`config.mk`:
```
export PLATFORM = sky130hd
export DESIGN_NAME = uart_rx_fifo_flat
export DESIGN_NICKNAME = d
export VERILOG_FILES = /design/src/rtl/uart_pkg.sv /design/src/rtl/uart_rx_fifo_if.sv /design/src/rtl/uart_fifo_mem.sv /design/src/rtl/uart_rx_fifo.sv /design/src/flat_wrapper.sv
export SDC_FILE = /design/constraint.sdc
export NUM_CORES = 1
export LEC_CHECK = 0
export BUFFER_PORTS_ARGS = -buffer_cell sky130_fd_sc_hd__buf_2
export CORE_MARGIN = 2
export CORE_UTILIZATION = 40
export CTS_BUF_LIST = sky130_fd_sc_hd__clkbuf_8
export DETAILED_ROUTE_END_ITERATION = 8
export PLACE_DENSITY = 0.64
export SYNTH_ARGS = -nofsm -noshare
export SYNTH_HDL_FRONTEND = slang
export SYNTH_SLANG_ARGS = --single-unit
export TNS_END_PERCENT = 1
```
`constraint.sdc`:
```
create_clock -name clk -period 3.22 [get_ports clk]
set_clock_uncertainty 0.15 [all_clocks]
set_input_delay 0.644 -clock clk [delete_from_list [all_inputs] [get_ports clk]]
set_output_delay 0.644 -clock clk [all_outputs]
set_load 0.03 [all_outputs]
```
`src/rtl/uart_pkg.sv`:
```
// Shared UART constants: character width default, parity
// encodings and the error counter width.
package uart_pkg;

  parameter int DATA_BITS_DEF = 8;
  parameter int ERR_CNT_WIDTH = 8;

  typedef enum logic [1:0] {
    PAR_NONE = 2'd0,
    PAR_ODD  = 2'd1,
    PAR_EVEN = 2'd2
  } parity_e;

endpackage

```
`src/rtl/uart_rx_fifo_if.sv`:
```
// Receiver-to-FIFO write strobe and consumer pop/read bundle.
// master = receiver plus consumer side, slave = the FIFO.
interface uart_rx_fifo_if
  import uart_pkg::*;
#(
  parameter int DATA_BITS = DATA_BITS_DEF
);

  logic                 wr_valid;
  logic [DATA_BITS-1:0] wr_data;
  logic                 wr_parity_error;
  logic                 rd_en;
  logic [DATA_BITS-1:0] rd_data;
  logic                 rd_parity_error;
  logic                 rd_valid;

  modport master (
    output wr_valid,
    output wr_data,
    output wr_parity_error,
    output rd_en,
    input  rd_data,
    input  rd_parity_error,
    input  rd_valid
  );

  modport slave (
    input  wr_valid,
    input  wr_data,
    input  wr_parity_error,
    input  rd_en,
    output rd_data,
    output rd_parity_error,
    output rd_valid
  );

endinterface

```
`src/rtl/uart_fifo_mem.sv`:
```
// Simple dual-port storage: synchronous write, registered read.
// Array itself is never reset so it maps onto block RAM.
module uart_fifo_mem #(
  parameter  int WIDTH = 9,
  parameter  int DEPTH = 16,
  localparam int AW    = $clog2(DEPTH)
) (
  input  logic             clk,
  input  logic             rst_n,
  input  logic             we_i,
  input  logic [AW-1:0]    waddr_i,
  input  logic [WIDTH-1:0] wdata_i,
  input  logic             re_i,
  input  logic [AW-1:0]    raddr_i,
  output logic [WIDTH-1:0] rdata_o
);

  logic [WIDTH-1:0] mem_q [DEPTH];
  logic [WIDTH-1:0] rdata_q;

  always_ff @(posedge clk) begin
    if (we_i) mem_q[waddr_i] <= wdata_i;
  end

  // Output register holds until the next read.
  always_ff @(posedge clk or negedge rst_n) begin
    if (!rst_n) begin
      rdata_q <= '0;
    end else if (re_i) begin
      rdata_q <= mem_q[raddr_i];
    end
  end

  assign rdata_o = rdata_q;

endmodule

```
`src/rtl/uart_rx_fifo.sv`:
```
// Receive FIFO behind a UART receiver: stores {parity, data},
// tracks overflow and a saturating parity error count.
module uart_rx_fifo
  import uart_pkg::*;
#(
  parameter  int DATA_BITS = DATA_BITS_DEF,
  parameter  int DEPTH     = 16,
  parameter  int DROP_BAD  = 0,
  localparam int AW        = $clog2(DEPTH),
  localparam int CW        = AW + 1,
  localparam int EW        = DATA_BITS + 1
) (
  input  logic                     clk,
  input  logic                     rst,
  uart_rx_fifo_if.slave            bus,
  input  logic                     clr_overflow,
  output logic                     empty,
  output logic                     full,
  output logic [CW-1:0]            count,
  output logic                     overflow,
  output logic [ERR_CNT_WIDTH-1:0] parity_err_count
);

  logic [AW-1:0] wptr_q, wptr_d;
  logic [AW-1:0] rptr_q, rptr_d;
  logic [CW-1:0] count_q, count_d;
  logic          empty_q, full_q;
  logic          ovf_q, ovf_d;
  logic          rv_q;
  logic [ERR_CNT_WIDTH-1:0] pec_q, pec_d;

  logic          pop, push, drop, lost;
  logic [EW-1:0] mem_rd;

  always_comb begin
    pop  = bus.rd_en && !empty_q;
    drop = (DROP_BAD != 0) && bus.wr_parity_error;
    // A full FIFO still accepts when the same cycle frees a slot.
    push = bus.wr_valid && !drop && (!full_q || pop);
    lost = bus.wr_valid && !drop && full_q && !pop;

    wptr_d  = push ? wptr_q + AW'(1) : wptr_q;
    rptr_d  = pop  ? rptr_q + AW'(1) : rptr_q;
    count_d = count_q + CW'(push) - CW'(pop);

    ovf_d = ovf_q;
    if (clr_overflow) ovf_d = 1'b0;
    if (lost)         ovf_d = 1'b1;

    pec_d = pec_q;
    if (bus.wr_valid && bus.wr_parity_error &&
        pec_q != {ERR_CNT_WIDTH{1'b1}}) begin
      pec_d = pec_q + ERR_CNT_WIDTH'(1);
    end
  end

  always_ff @(posedge clk or negedge rst) begin
    if (!rst) begin
      wptr_q  <= '0;
      rptr_q  <= '0;
      count_q <= '0;
      empty_q <= 1'b1;
      full_q  <= 1'b0;
      ovf_q   <= 1'b0;
      rv_q    <= 1'b0;
      pec_q   <= '0;
    end else begin
      wptr_q  <= wptr_d;
      rptr_q  <= rptr_d;
      count_q <= count_d;
      empty_q <= (count_d == '0);
      full_q  <= (count_d == CW'(DEPTH));
      ovf_q   <= ovf_d;
      rv_q    <= pop;
      pec_q   <= pec_d;
    end
  end

  uart_fifo_mem #(
    .WIDTH (EW),
    .DEPTH (DEPTH)
  ) u_mem (
    .clk     (clk),
    .rst_n   (rst),
    .we_i    (push),
    .waddr_i (wptr_q),
    .wdata_i ({bus.wr_parity_error, bus.wr_data}),
    .re_i    (pop),
    .raddr_i (rptr_q),
    .rdata_o (mem_rd)
  );

  assign bus.rd_data         = mem_rd[DATA_BITS-1:0];
  assign bus.rd_parity_error = mem_rd[DATA_BITS];
  assign bus.rd_valid        = rv_q;

  assign empty            = empty_q;
  assign full             = full_q;
  assign count            = count_q;
  assign overflow         = ovf_q;
  assign parity_err_count = pec_q;

endmodule

```
`src/flat_wrapper.sv`:
```
// flat-port wrapper written by rule: the top's interface ports become plain ports
module uart_rx_fifo_flat import uart_pkg::*;
#(
  parameter  int DATA_BITS = DATA_BITS_DEF,
  parameter  int DEPTH     = 16,
  parameter  int DROP_BAD  = 0,
  localparam int AW        = $clog2(DEPTH),
  localparam int CW        = AW + 1,
  localparam int EW        = DATA_BITS + 1
)
  (clk, rst, clr_overflow, empty, full, count, overflow, parity_err_count, bus_wr_valid, bus_wr_data, bus_wr_parity_error, bus_rd_en, bus_rd_data, bus_rd_parity_error, bus_rd_valid);
  uart_rx_fifo_if #(.DATA_BITS(DATA_BITS)) bus_i ();
  input  logic clk;
  input  logic rst;
  input  logic clr_overflow;
  output logic empty;
  output logic full;
  output logic [CW-1:0] count;
  output logic overflow;
  output logic [ERR_CNT_WIDTH-1:0] parity_err_count;
  input wire logic [$bits(bus_i.wr_valid)-1:0] bus_wr_valid;
  input wire logic [$bits(bus_i.wr_data)-1:0] bus_wr_data;
  input wire logic [$bits(bus_i.wr_parity_error)-1:0] bus_wr_parity_error;
  input wire logic [$bits(bus_i.rd_en)-1:0] bus_rd_en;
  output wire logic [$bits(bus_i.rd_data)-1:0] bus_rd_data;
  output wire logic [$bits(bus_i.rd_parity_error)-1:0] bus_rd_parity_error;
  output wire logic [$bits(bus_i.rd_valid)-1:0] bus_rd_valid;
  assign bus_i.wr_valid = bus_wr_valid;
  assign bus_i.wr_data = bus_wr_data;
  assign bus_i.wr_parity_error = bus_wr_parity_error;
  assign bus_i.rd_en = bus_rd_en;
  assign bus_rd_data = bus_i.rd_data;
  assign bus_rd_parity_error = bus_i.rd_parity_error;
  assign bus_rd_valid = bus_i.rd_valid;
  uart_rx_fifo #(.DATA_BITS(DATA_BITS), .DEPTH(DEPTH), .DROP_BAD(DROP_BAD)) u_core (.clk(clk), .rst(rst), .bus(bus_i), .clr_overflow(clr_overflow), .empty(empty), .full(full), .count(count), .overflow(overflow), .parity_err_count(parity_err_count));
endmodule
```
==> results of run 1 <==
==> layout make-up <==
| cell class | count | area share |
|---|---|---|
| clock buffer | 18 | 0.0307 |
| timing repair buffer | 43 | 0.0295 |
| sequential | 178 | 0.643 |
| tap | 229 | 0.0356 |
| clock inverter | 14 | 0.0241 |
| inverter | 11 | 0.00512 |
| multi-input combinational | 200 | 0.232 |
==> placed cells by master (no fill, tap or decap), drive strengths merged, types with 3 or more instances in the layout <==
| cell | n |
|---|---|
| and4 | 5 |
| buf | 43 |
| and3 | 3 |
| ha | 10 |
| edfxtp | 144 |
| nand4 | 5 |
| nor3 | 9 |
| inv | 17 |
| nand2b | 4 |
| bufinv | 5 |
| nand2 | 13 |
| dfrtp | 33 |
| mux2i | 36 |
| mux4 | 18 |
| o21ai | 3 |
| xnor2 | 14 |
| clkbuf | 18 |
| nor2 | 10 |
| mux2 | 10 |
| o22ai | 27 |
| and2 | 12 |
==> Yosys cell counts (3+ instances only) <==
cell type	count
edfxtp_1	144
mux2i_1	36
dfrtp_1	33
o22ai_1	23
xnor2_1	14
nand2_1	13
and2_1	12
mux4_1	12
inv_1	11
ha_1	10
mux2_2	10
nor2_1	10
nor3_1	9
mux4_2	6
and4_1	5
buf_2	5
nand4_1	5
buf_6	4
nand2b_1	4
o22ai_2	4
and3_1	3
buf_4	3
o21ai_0	3
==> registers in the layout, summed over array words and instances, names as in the netlist <==
| signal | count |
|---|---|
| u_core.u_mem.rdata_o | 9 |
| u_core.rptr_q | 4 |
| u_core.overflow | 1 |
| u_core.count | 5 |
| u_core.parity_err_count | 8 |
| u_core.u_mem.mem_q | 144 |
| u_core.full | 1 |
| u_core.wptr_q | 4 |
| u_core.bus.rd_valid | 1 |
| u_core.empty | 1 |
==> metrics by stage <==
stage	worst slack (ns)	cell area, sq um	total power [W]	hold slack [ns]
after floorplan	0.475	7200	0.00502	0.198
after global placement	0.456	7620	0.00564	0.332
after detailed placement	0.318	7620	0.00572	0.332
after CTS	0.580	8060	0.00738	0.115
after global routing	0.378	8060	0.00771	0.150
final	0.622	8060	0.00731	0.114
==> worst max-delay path: stages, from the launching register on <==
cell and delay (ns):
dfstp_2 0.38, nand2b_1 0.23, a21boi_0 0.33, ha_1 0.23
inv_1 0.05, fa_1 0.39, nor2b_1 0.12, o21ai_0 0.14
and3_1 0.25, nor4_1 0.24
==> power groups by stage <==
stage	Sequential [W]	Clock, W	Combinational (W)
after floorplan	0.00340	0	0.00162
after global placement	0.00327	0	0.00237
after detailed placement	0.00328	0	0.00244
after CTS	0.00324	0.00170	0.00244
after global routing	0.00329	0.00180	0.00263
final	0.00323	0.00167	0.00241
==> cell families after synthesis <==
group	count (synthesis)	share of synthesized area
AOI/OAI and AO/OA	36	0.0358
xor gates and xnor gates	16	0.0195
adders and majority gates	11	0.0202
buffers and inverters	27	0.0207
DFF	178	0.719
muxes	64	0.128
and+or+nand+nor	73	0.0565
==> worst max-delay path by stage <==
stage | start | endpoint | slack, ns
2_1_floorplan | bus_rd_en | u_core.full | 0.47
4_1_cts | u_core.empty | u_core.full | 0.58
5_1_grt | u_core.empty | u_core.full | 0.38
6_report | u_core.empty | u_core.full | 0.62
3_5_place_dp | bus_rd_en | u_core.full | 0.32
3_3_place_gp | bus_rd_en | u_core.empty | 0.46
==> layer usage <==
layer	track usage	part of all wire
met5	0	0
met4	0.0634	0.023
met3	0.0333	0.033
met2	0.229	0.47
met1	0.210	0.48
==> key figures, run 1 <==
Worst hold path
  – Tightest Hold Check Type: input port to async pin

Synth
  – Area contributors post-synth: edfxtp_1 60%, dfrtp_1 11%, mux2i_1 5.0%, mux4_1 4.4%, o22ai_1 2.0%
  – Mean area per synthesized cell: 17.8 sq um
  – Seq/Total Area, Yosys: 0.719
  – Synth area leader: edfxtp_1
  – Primary FF master, synth: edfxtp_1
  – #FFs+latches synth: 178
  – Warnings, synthesis: 0
  – Number of synthesized flops with an enable pin: 144
  – Synth unique cells: 40
  – Cells after synthesis: 405
  – FFs w/ async S/R, synth: 0.191
  – Mapped Nets: 430
  – Synth top area share: 0.601
  – Synthesized area: 7200 sq um

Final layout
  – Non-filler cells, final: 693
  – Area of the multi-input gates: 1870 sq um
  – Reg area: 5180 sq um
  – Synth-to-Final Area Change: 11.9%
  – Post-layout net count: 476
  – Ant diodes: 0
  – Fraction of layout instances using a drive strength above 1: 0.203
  – Fillers: 1553
  – Fin util: 0.453

Clocking
  – CTS tree: done
  – CTS root buf: clkbuf_8
  – Clk_lat worst skew: 0.46 ns
  – Clock slew seen by the registers of the worst setup and hold paths: 0.09 ns
  – Total setup buffers inserted after CTS: 0
  – Post_cts resized: 0
  – H-tree levels: 4
  – Total CTS buffers: 17
  – Clock Path Buffers: 2
  – Hold buffers post-CTS: 0
  – CTS Sinks: 178

STA
  – Unrepaired setup endpoints after global routing: false
  – Crit share post-route: 0.807
  – Worst slew pin tran: 0.817 ns
  – Max transition margin: 0.455
  – Final setup violation count: 0
  – Fmax: 0.385 GHz
  – Final Hold Fails: 0
  – Fin crit period: 2.60 ns
  – Final Max Tran Viols: 0
  – Setup_tns: 0 ns

Die
  – Initial Util: 0.405
  – Core area: 17800 sq um
  – # rows: 49
  – # IOs: 40
  – Die Height: 138 um
  – Chip Width: 138 um
  – Die ar.: 19100 sq um

Critical path
  – Worst Setup Start Kind: register
  – Crit Path Class: register to register
  – Reg-to-reg startpoint: u_core.empty
  – Crit path arrival time: 2.82 ns
  – R2R Setup Slk: 0.62 ns
  – Crit. End Element: register
  – Crit Path Max Fanout: 6
  – Reg-to-Reg End: u_core.full
  – Reg2reg path depth: 9
  – Worst Path Required: 3.44 ns

Power and ir drop
  – VDD IR max: 530 uV
  – P_int: 0.00482 W
  – Pwr Density: 908 nW/um^2
  – Switching Fraction: 0.341
  – LEAKAGE: 2.95 nW
  – Clock power share: 0.229
  – Seq pwr share: 0.442
  – Combinational cell fraction of total power: 0.329
  – Net switching power: 0.00249 W

Placement
  – DP Wirelength: 8710 um
  – GP Congestion: 0.764
  – Port Buf Inserts: 39
  – # placed instances: 661

GRT
  – Total GRT Usage: 0.150
  – Vias in the first global route: 3661
  – First-pass GRT wire length: 21300 um
  – Antenna violations before repair: 0
  – Largest net degree at the start of global routing: 38
  – Grt ovf: 0

Drt
  – Via-per-instance ratio: 5.18
  – Drt pass-1 iters: 4
  – DR iter-0 viols: 225
  – Vias: 3592
  – Detail Route Antenna Nets: 0
  – DRC violations left: 0
  – Routed len/inst: 19.6 um
  – Final WL: 13600 um

Run status
  – Outcome: complete, no violations

Flow run
  – MaxCap Viol Count: 0
(Power assumes the default switching activity.)
==> inputs of run 2 (changes only) <==
- PLACE_DENSITY: 0.64 -> 0.66
- clock period: 3.22 -> 2.2 ns (I/O delays scaled with it)
==> run 2 against run 1 <==
The flow now finishes with violations (setup timing). Non-clock buffer count increased by 25. Count of clock-buffer cells in the layout is 4 higher. First-iteration DRC count grew 29%. Combinational power grew 65%. Hold slack worse by 0.0098 ns. Via count is 3.6% higher. Cell area grew 3.9%. Clock power is 35% higher. Final cell count is 3.6% higher. Register-to-register slack got worse by 0.76 ns. Total power increased by 48%. Die area unchanged. Highest routed layer unchanged.
==> key figures, run 2 (synthesis gave the netlist of run 1 again) <==
Final layout
  – Fillers: 1543 (was 1553)
  – Non-filler cells, final: 718 (was 693)
  – Most common cell after layout, fill and taps aside: edfxtp_1 (unchanged)
  – Final Cell Area: 8370 sq um (was 8060 sq um)
  – Post-layout net count: 501 (was 476)
  – Ant diodes: 0 (unchanged)
  – Commonest non-fill, non-tap cells in the layout: 144 x edfxtp_1, 39 x buf_2, 36 x mux2i_1 (unchanged)
  – Top reg by flops: u_core.u_mem.mem_q (unchanged)
  – Max reg flops: 144 (unchanged)
  – Reg area: 5180 sq um (unchanged)
  – Synth-to-Final Area Change: 16.3% (was 11.9%)
  – Area of the multi-input gates: 1900 sq um (was 1870 sq um)
  – Fraction of layout instances using a drive strength above 1: 0.258 (was 0.203)

Placement
  – GP Congestion: 0.778 (was 0.764)
  – Placed Area: 7930 sq um (was 7620 sq um)
  – Port Buf Inserts: 39 (unchanged)
  – # placed instances: 684 (was 661)
  – DP Wirelength: 8950 um (was 8710 um)

Die
  – # IOs: 40 (unchanged)
  – Core area: 17800 sq um (unchanged)
  – Die ar.: 19100 sq um (unchanged)
  – Chip Width: 138 um (unchanged)
  – Initial Util: 0.405 (unchanged)
  – # rows: 49 (unchanged)
  – Die Height: 138 um (unchanged)

STA
  – Unrepaired setup endpoints after global routing: true (was false)
  – Post-route setup slack: -0.141 ns (was 0.622 ns)
  – Final setup violation count: 3 (was 0)
  – Worst slew pin tran: 0.489 ns (was 0.817 ns)
  – Fin crit period: 2.34 ns (was 2.60 ns)
  – Final Max Tran Viols: 0 (unchanged)
  – Fmax: 0.427 GHz (was 0.385 GHz)
  – Crit share post-route: 1.06 (was 0.807)
  – Max transition margin: 0.674 (was 0.455)
  – Final Hold Fails: 0 (unchanged)

Power and ir drop
  – VDD IR max: 869 uV (was 530 uV)
  – LEAKAGE: 3.09 nW (was 2.95 nW)
  – Seq pwr share: 0.425 (was 0.442)
  – Switching Fraction: 0.344 (was 0.341)
  – Clock power share: 0.208 (was 0.229)
  – Pwr Density: 1290 nW/um^2 (was 908 nW/um^2)
  – Net switching power: 0.00372 W (was 0.00249 W)
  – Combinational cell fraction of total power: 0.367 (was 0.329)
  – P_int: 0.00710 W (was 0.00482 W)

Drt
  – Drt pass-1 iters: 4 (unchanged)
  – Routed len/inst: 19.1 um (was 19.6 um)
  – Vias: 3721 (was 3592)
  – Via-per-instance ratio: 5.18 (about the same)
  – DR iter-0 viols: 290 (was 225)
  – Detail Route Antenna Nets: 0 (unchanged)
  – DRC violations left: 0 (unchanged)
  – Final WL: 13700 um (was 13600 um)

Clocking
  – CTS tree: done (unchanged)
  – Clk_lat worst skew: 0.46 ns (about the same)
  – CTS Sinks: 178 (unchanged)
  – Clock slew seen by the registers of the worst setup and hold paths: 0.09 ns (about the same)
  – H-tree levels: 4 (unchanged)
  – Total CTS buffers: 17 (unchanged)
  – Total setup buffers inserted after CTS: 0 (unchanged)
  – CTS root buf: clkbuf_8 (unchanged)
  – Clock Path Buffers: 2 (unchanged)

GRT
  – First-pass GRT wire length: 21300 um (about the same)
  – Vias in the first global route: 3792 (was 3661)
  – Largest net degree at the start of global routing: 39 (was 38)
  – Grt ovf: 0 (unchanged)
  – Antenna violations before repair: 0 (unchanged)
  – Total GRT Usage: 0.150 (about the same)

Critical path
  – Worst Path Required: 2.42 ns (was 3.44 ns)
  – Crit Path Class: register to register (unchanged)
  – Crit Path Max Fanout: 5 (was 6)
  – Worst Setup Start Kind: register (unchanged)
  – Crit path arrival time: 2.56 ns (was 2.82 ns)
  – Crit. End Element: register (unchanged)

Flow run
  – MaxCap Viol Count: 0 (unchanged)

Run status
  – Outcome: finished with violations (was complete, no violations)
  – Violated checks: setup timing

Worst hold path
  – Tightest Hold Check Type: input port to register (was input port to async pin)
==> run 2: area by class of cell <==
cell class,instances,share of cell area
Clock buffer,22,0.0362
Sequential cell,178,0.618
Inverter,11,0.00493
Tap cell,229,0.0342
Timing Repair Buffer,68,0.0663
Clock inverter,10,0.0129
Multi-Input combinational cell,200,0.227
==> run 2: worst max-delay path, stage by stage (launching register included) <==
cell,delay [ns]
dfstp_2,0.54
nand2b_4,0.14
nand2_1,0.05
nand2_1,0.07
ha_2,0.17
inv_1,0.05
fa_1,0.39
nor2b_1,0.16
o21ai_2,0.09
and3_1,0.20
nor4_1,0.24
==> run 2: through the flow <==
step / hold WS [ns] / worst slack, ns / total power (W) / setup TNS, ns / utilization
6_report: 0.104 / -0.141 / 0.0108 / -0.285 / 0.471
5_1_grt: 0.0858 / -0.280 / 0.0114 / -0.714 / 0.471
4_1_cts: 0.0802 / -0.138 / 0.0109 / -0.262 / 0.471
3_5_place_dp: 0.220 / -0.215 / 0.00862 / -0.418 / 0.446
3_3_place_gp: 0.206 / -0.177 / 0.00850 / -0.327 / 0.446
2_1_floorplan: -0.00559 / -0.185 / 0.00738 / -0.368 / -
==> run 2: power by group through the flow <==
stage / Combinational [W] / Clock [W] / Sequential (W)
2_1_floorplan: 0.00239 / 0 / 0.00498
3_3_place_gp: 0.00387 / 0 / 0.00463
3_5_place_dp: 0.00395 / 0 / 0.00467
4_1_cts: 0.00400 / 0.00231 / 0.00460
5_1_grt: 0.00430 / 0.00244 / 0.00465
6_report: 0.00397 / 0.00225 / 0.00459
==> run 2: final timing paths <==
path	startpoint	depth (start not counted)	slack, ns	to
max in group asynchronous	rst	3	1.03	u_core.u_mem.rdata_o[6]
worst min-delay path	bus_wr_parity_error	1	0.10	u_core.u_mem.mem_q[14][8]
worst min register to register	u_core.rptr_q[3]	1	0.36	u_core.rptr_q[3]
worst max-delay path	u_core.empty	10	-0.14	u_core.full
min in group asynchronous	rst	2	0.27	u_core.count[1]
worst max register to register	u_core.empty	10	-0.14	u_core.full
==> run 2: timing repair <==
item	in CTS	in global routing
endpoints found under the setup margin	3	3
hold buffers	2	0
cloned	0	0
gates resized for setup	2	2
endpoints found under the hold margin	15	0
==> run 2: layer usage <==
metal	track usage	vias to the layer above	wire length [um]	share of wire
met5	0	-	0	0
li1	-	1729	-	-
met1	0.205	1893	6350	0.46
met3	0.0388	17	609	0.044
met4	0.0542	0	202	0.015
met2	0.234	82	6530	0.48
==> inputs of run 3 (changes only) <==
- REMOVE_ABC_BUFFERS: default -> 1
==> run 3 against run 2 <==
Critical path type unchanged. The run still ends with setup timing left. Total power is 1.9% lower. Register-to-register slack worse by 0.06 ns. Hold slack better by 0.091 ns.
==> key figures, run 3 (synthesis gave the netlist of run 1 again) <==
Run status
  – Outcome: finished with violations (unchanged)
  – Violated checks: setup timing (unchanged)

Power and ir drop
  – Power, Total: 0.0106 W (was 0.0108 W)
  – LEAKAGE: 3.08 nW (was 3.09 nW)
  – Pwr Density: 1260 nW/um^2 (was 1290 nW/um^2)
  – VDD IR max: 770 uV (was 869 uV)

Critical path
  – CP cell instances: nand2b_4, a21boi_1, ha_2, inv_2, fa_2, inv_2, or3_4, nor4_2 (was nand2b_4, nand2_1, nand2_1, ha_2, inv_1, fa_1, nor2b_1, o21ai_2, and3_1, nor4_1)
  – Worst Path Required: 2.42 ns (about the same)
  – Slowest stage cell, crit path: fa_2 (was dfstp_2)
  – Worst Setup Start Kind: register (unchanged)
  – Crit. End Element: register (unchanged)
  – Crit Path Max Fanout: 5 (unchanged)
  – CP most frequent cell: inv_2 (was nand2_1)
  – Crit path arrival time: 2.62 ns (was 2.56 ns)
  – Reg-to-reg startpoint: u_core.empty (unchanged)
  – Largest stage delay, worst path: 0.52 ns (was 0.54 ns)
  – Worst setup startpoint: u_core.empty (unchanged)
  – Crit Path Class: register to register (unchanged)

Clocking
  – H-tree levels: 4 (unchanged)
  – CTS tree: done (unchanged)
  – Clock Path Buffers: 2 (unchanged)
  – CTS Sinks: 178 (unchanged)
  – Total setup buffers inserted after CTS: 0 (unchanged)
  – Clk_lat worst skew: 0.45 ns (was 0.46 ns)
  – CTS root buf: clkbuf_8 (unchanged)
  – Total CTS buffers: 17 (unchanged)
  – Clock slew seen by the registers of the worst setup and hold paths: 0.09 ns (about the same)

Die
  – # rows: 49 (unchanged)
  – Die ar.: 19100 sq um (unchanged)
  – Die Height: 138 um (unchanged)
  – Core area: 17800 sq um (unchanged)
  – # IOs: 40 (unchanged)
  – Chip Width: 138 um (unchanged)
  – Initial Util: 0.405 (unchanged)

STA
  – Final setup violation count: 3 (unchanged)
  – Worst slew pin tran: 0.812 ns (was 0.489 ns)
  – Fin crit period: 2.40 ns (was 2.34 ns)
  – Unrepaired setup endpoints after global routing: true (unchanged)
  – Fmax: 0.416 GHz (was 0.427 GHz)
  – Crit share post-route: 1.09 (was 1.06)
  – Max transition margin: 0.459 (was 0.674)
  – Final Hold Fails: 0 (unchanged)
  – Post-route setup slack: -0.201 ns (was -0.141 ns)
  – Final Max Tran Viols: 0 (unchanged)
  – Setup_tns: -0.362 ns (was -0.285 ns)

Final layout
  – Max reg flops: 144 (unchanged)
  – Synth-to-Final Area Change: 16.7% (was 16.3%)
  – Commonest non-fill, non-tap cells in the layout: 144 x edfxtp_1, 39 x buf_2, 36 x mux2i_1 (unchanged)
  – Post-layout net count: 506 (was 501)
  – Non-filler cells, final: 723 (was 718)
  – Fraction of layout instances using a drive strength above 1: 0.271 (was 0.258)
  – Most common cell after layout, fill and taps aside: edfxtp_1 (unchanged)
  – Top reg by flops: u_core.u_mem.mem_q (unchanged)
  – Ant diodes: 0 (unchanged)

Flow run
  – MaxCap Viol Count: 0 (unchanged)

Drt
  – Vias: 3730 (was 3721)
  – Routed len/inst: 18.6 um (was 19.1 um)
  – DRC violations left: 0 (unchanged)
  – Drt pass-1 iters: 4 (unchanged)
  – Detail Route Antenna Nets: 0 (unchanged)
  – Via-per-instance ratio: 5.16 (was 5.18)
  – DR iter-0 viols: 319 (was 290)
  – Final WL: 13400 um (was 13700 um)

Worst hold path
  – Tightest Hold Check Type: input port to register (unchanged)
  – Hold Crit Start: bus_wr_valid (was bus_wr_parity_error)

Placement
  – Port Buf Inserts: 39 (unchanged)
  – GP Congestion: 0.773 (was 0.778)
  – # placed instances: 689 (was 684)
  – DP Worst Slack: -0.437 ns (was -0.215 ns)
  – DP Wirelength: 8900 um (was 8950 um)

GRT
  – Total GRT Usage: 0.147 (was 0.150)
  – First-pass GRT wire length: 21200 um (was 21300 um)
  – Grt ovf: 0 (unchanged)
  – Largest net degree at the start of global routing: 35 (was 39)
  – Antenna violations before repair: 0 (unchanged)
  – Vias in the first global route: 3869 (was 3792)
-- run 3: cell count changes in the layout (fill, tap and decap cells not counted), moves of 2 or more --
cell / before / now
buf_4: 16 / 18
inv_2: 0 / 3
clkinvlp_4: 1 / 5
buf_12: 11 / 14
clkbuf_8: 22 / 17
inv_1: 13 / 11
-- run 3: final cells by class --
class	instances	area, sq um
repair buffers	73	631
clock buffers	17	234
clock inverters	15	124
fillers	1501	9380
well taps	229	287
flip-flops and latches	178	5180
multi-input cells	200	1900
inverters	11	41.3
-- run 3: worst paths after layout --
check                                    to  slack, ns  depth (start not counted)
setup / recovery                u_core.full      -0.20                          8
setup reg to reg                u_core.full      -0.20                          8
hold / removal              u_core.overflow       0.20                          4
hold reg to reg            u_core.rptr_q[3]       0.36                          1
min in group asynchronous       u_core.full       0.46                          2
max in group asynchronous  u_core.rptr_q[0]       0.87                          2
-- run 3: timing repair --
| action | CTS | global route |
|---|---|---|
| hold buffers | 2 | 0 |
| gates resized for setup | 3 | 9 |
| endpoints found under the setup margin | 39 | 39 |
| endpoints found under the hold margin | 34 | 0 |
| pin swaps | 0 | 4 |
-- run 3: metrics by stage --
step | instance area (sq um) | util | hold WS [ns]
after CTS | 8370 | 0.471 | 0.179
after floorplan | 7090 | - | -0.00559
after global routing | 8400 | 0.472 | 0.191
after global placement | 7990 | 0.449 | 0.323
after detailed placement | 7990 | 0.449 | 0.330
final | 8400 | 0.472 | 0.195
-- run 3: routing by layer --
layer / vias up / GRT usage / routed length, um / share of wire
li1: 1735 / - / - / -
met1: 1910 / 0.193 / 5780 / 0.43
met2: 76 / 0.244 / 6880 / 0.51
met3: 9 / 0.0378 / 660 / 0.049
met4: 0 / 0.0435 / 112 / 0.0083
met5: - / 0 / 0 / 0
-- run 3: worst max-delay path, delay by kind of cell (launching register included) --
kind | cells | cell delay, ns
AND/OR/NAND/NOR | 3 | 0.76
flip-flops | 1 | 0.38
AO/OA/AOI/OAI | 1 | 0.21
adder cells (fa/ha/maj) | 2 | 0.74
buffers and inverters | 2 | 0.08
-- run 3: report_power, final --
part           internal [W]  switching (W)  total [W]
registers           0.00423       0.000368    0.00460
logic               0.00177        0.00221    0.00399
clock network      0.000884        0.00114    0.00203
total               0.00689        0.00373     0.0106
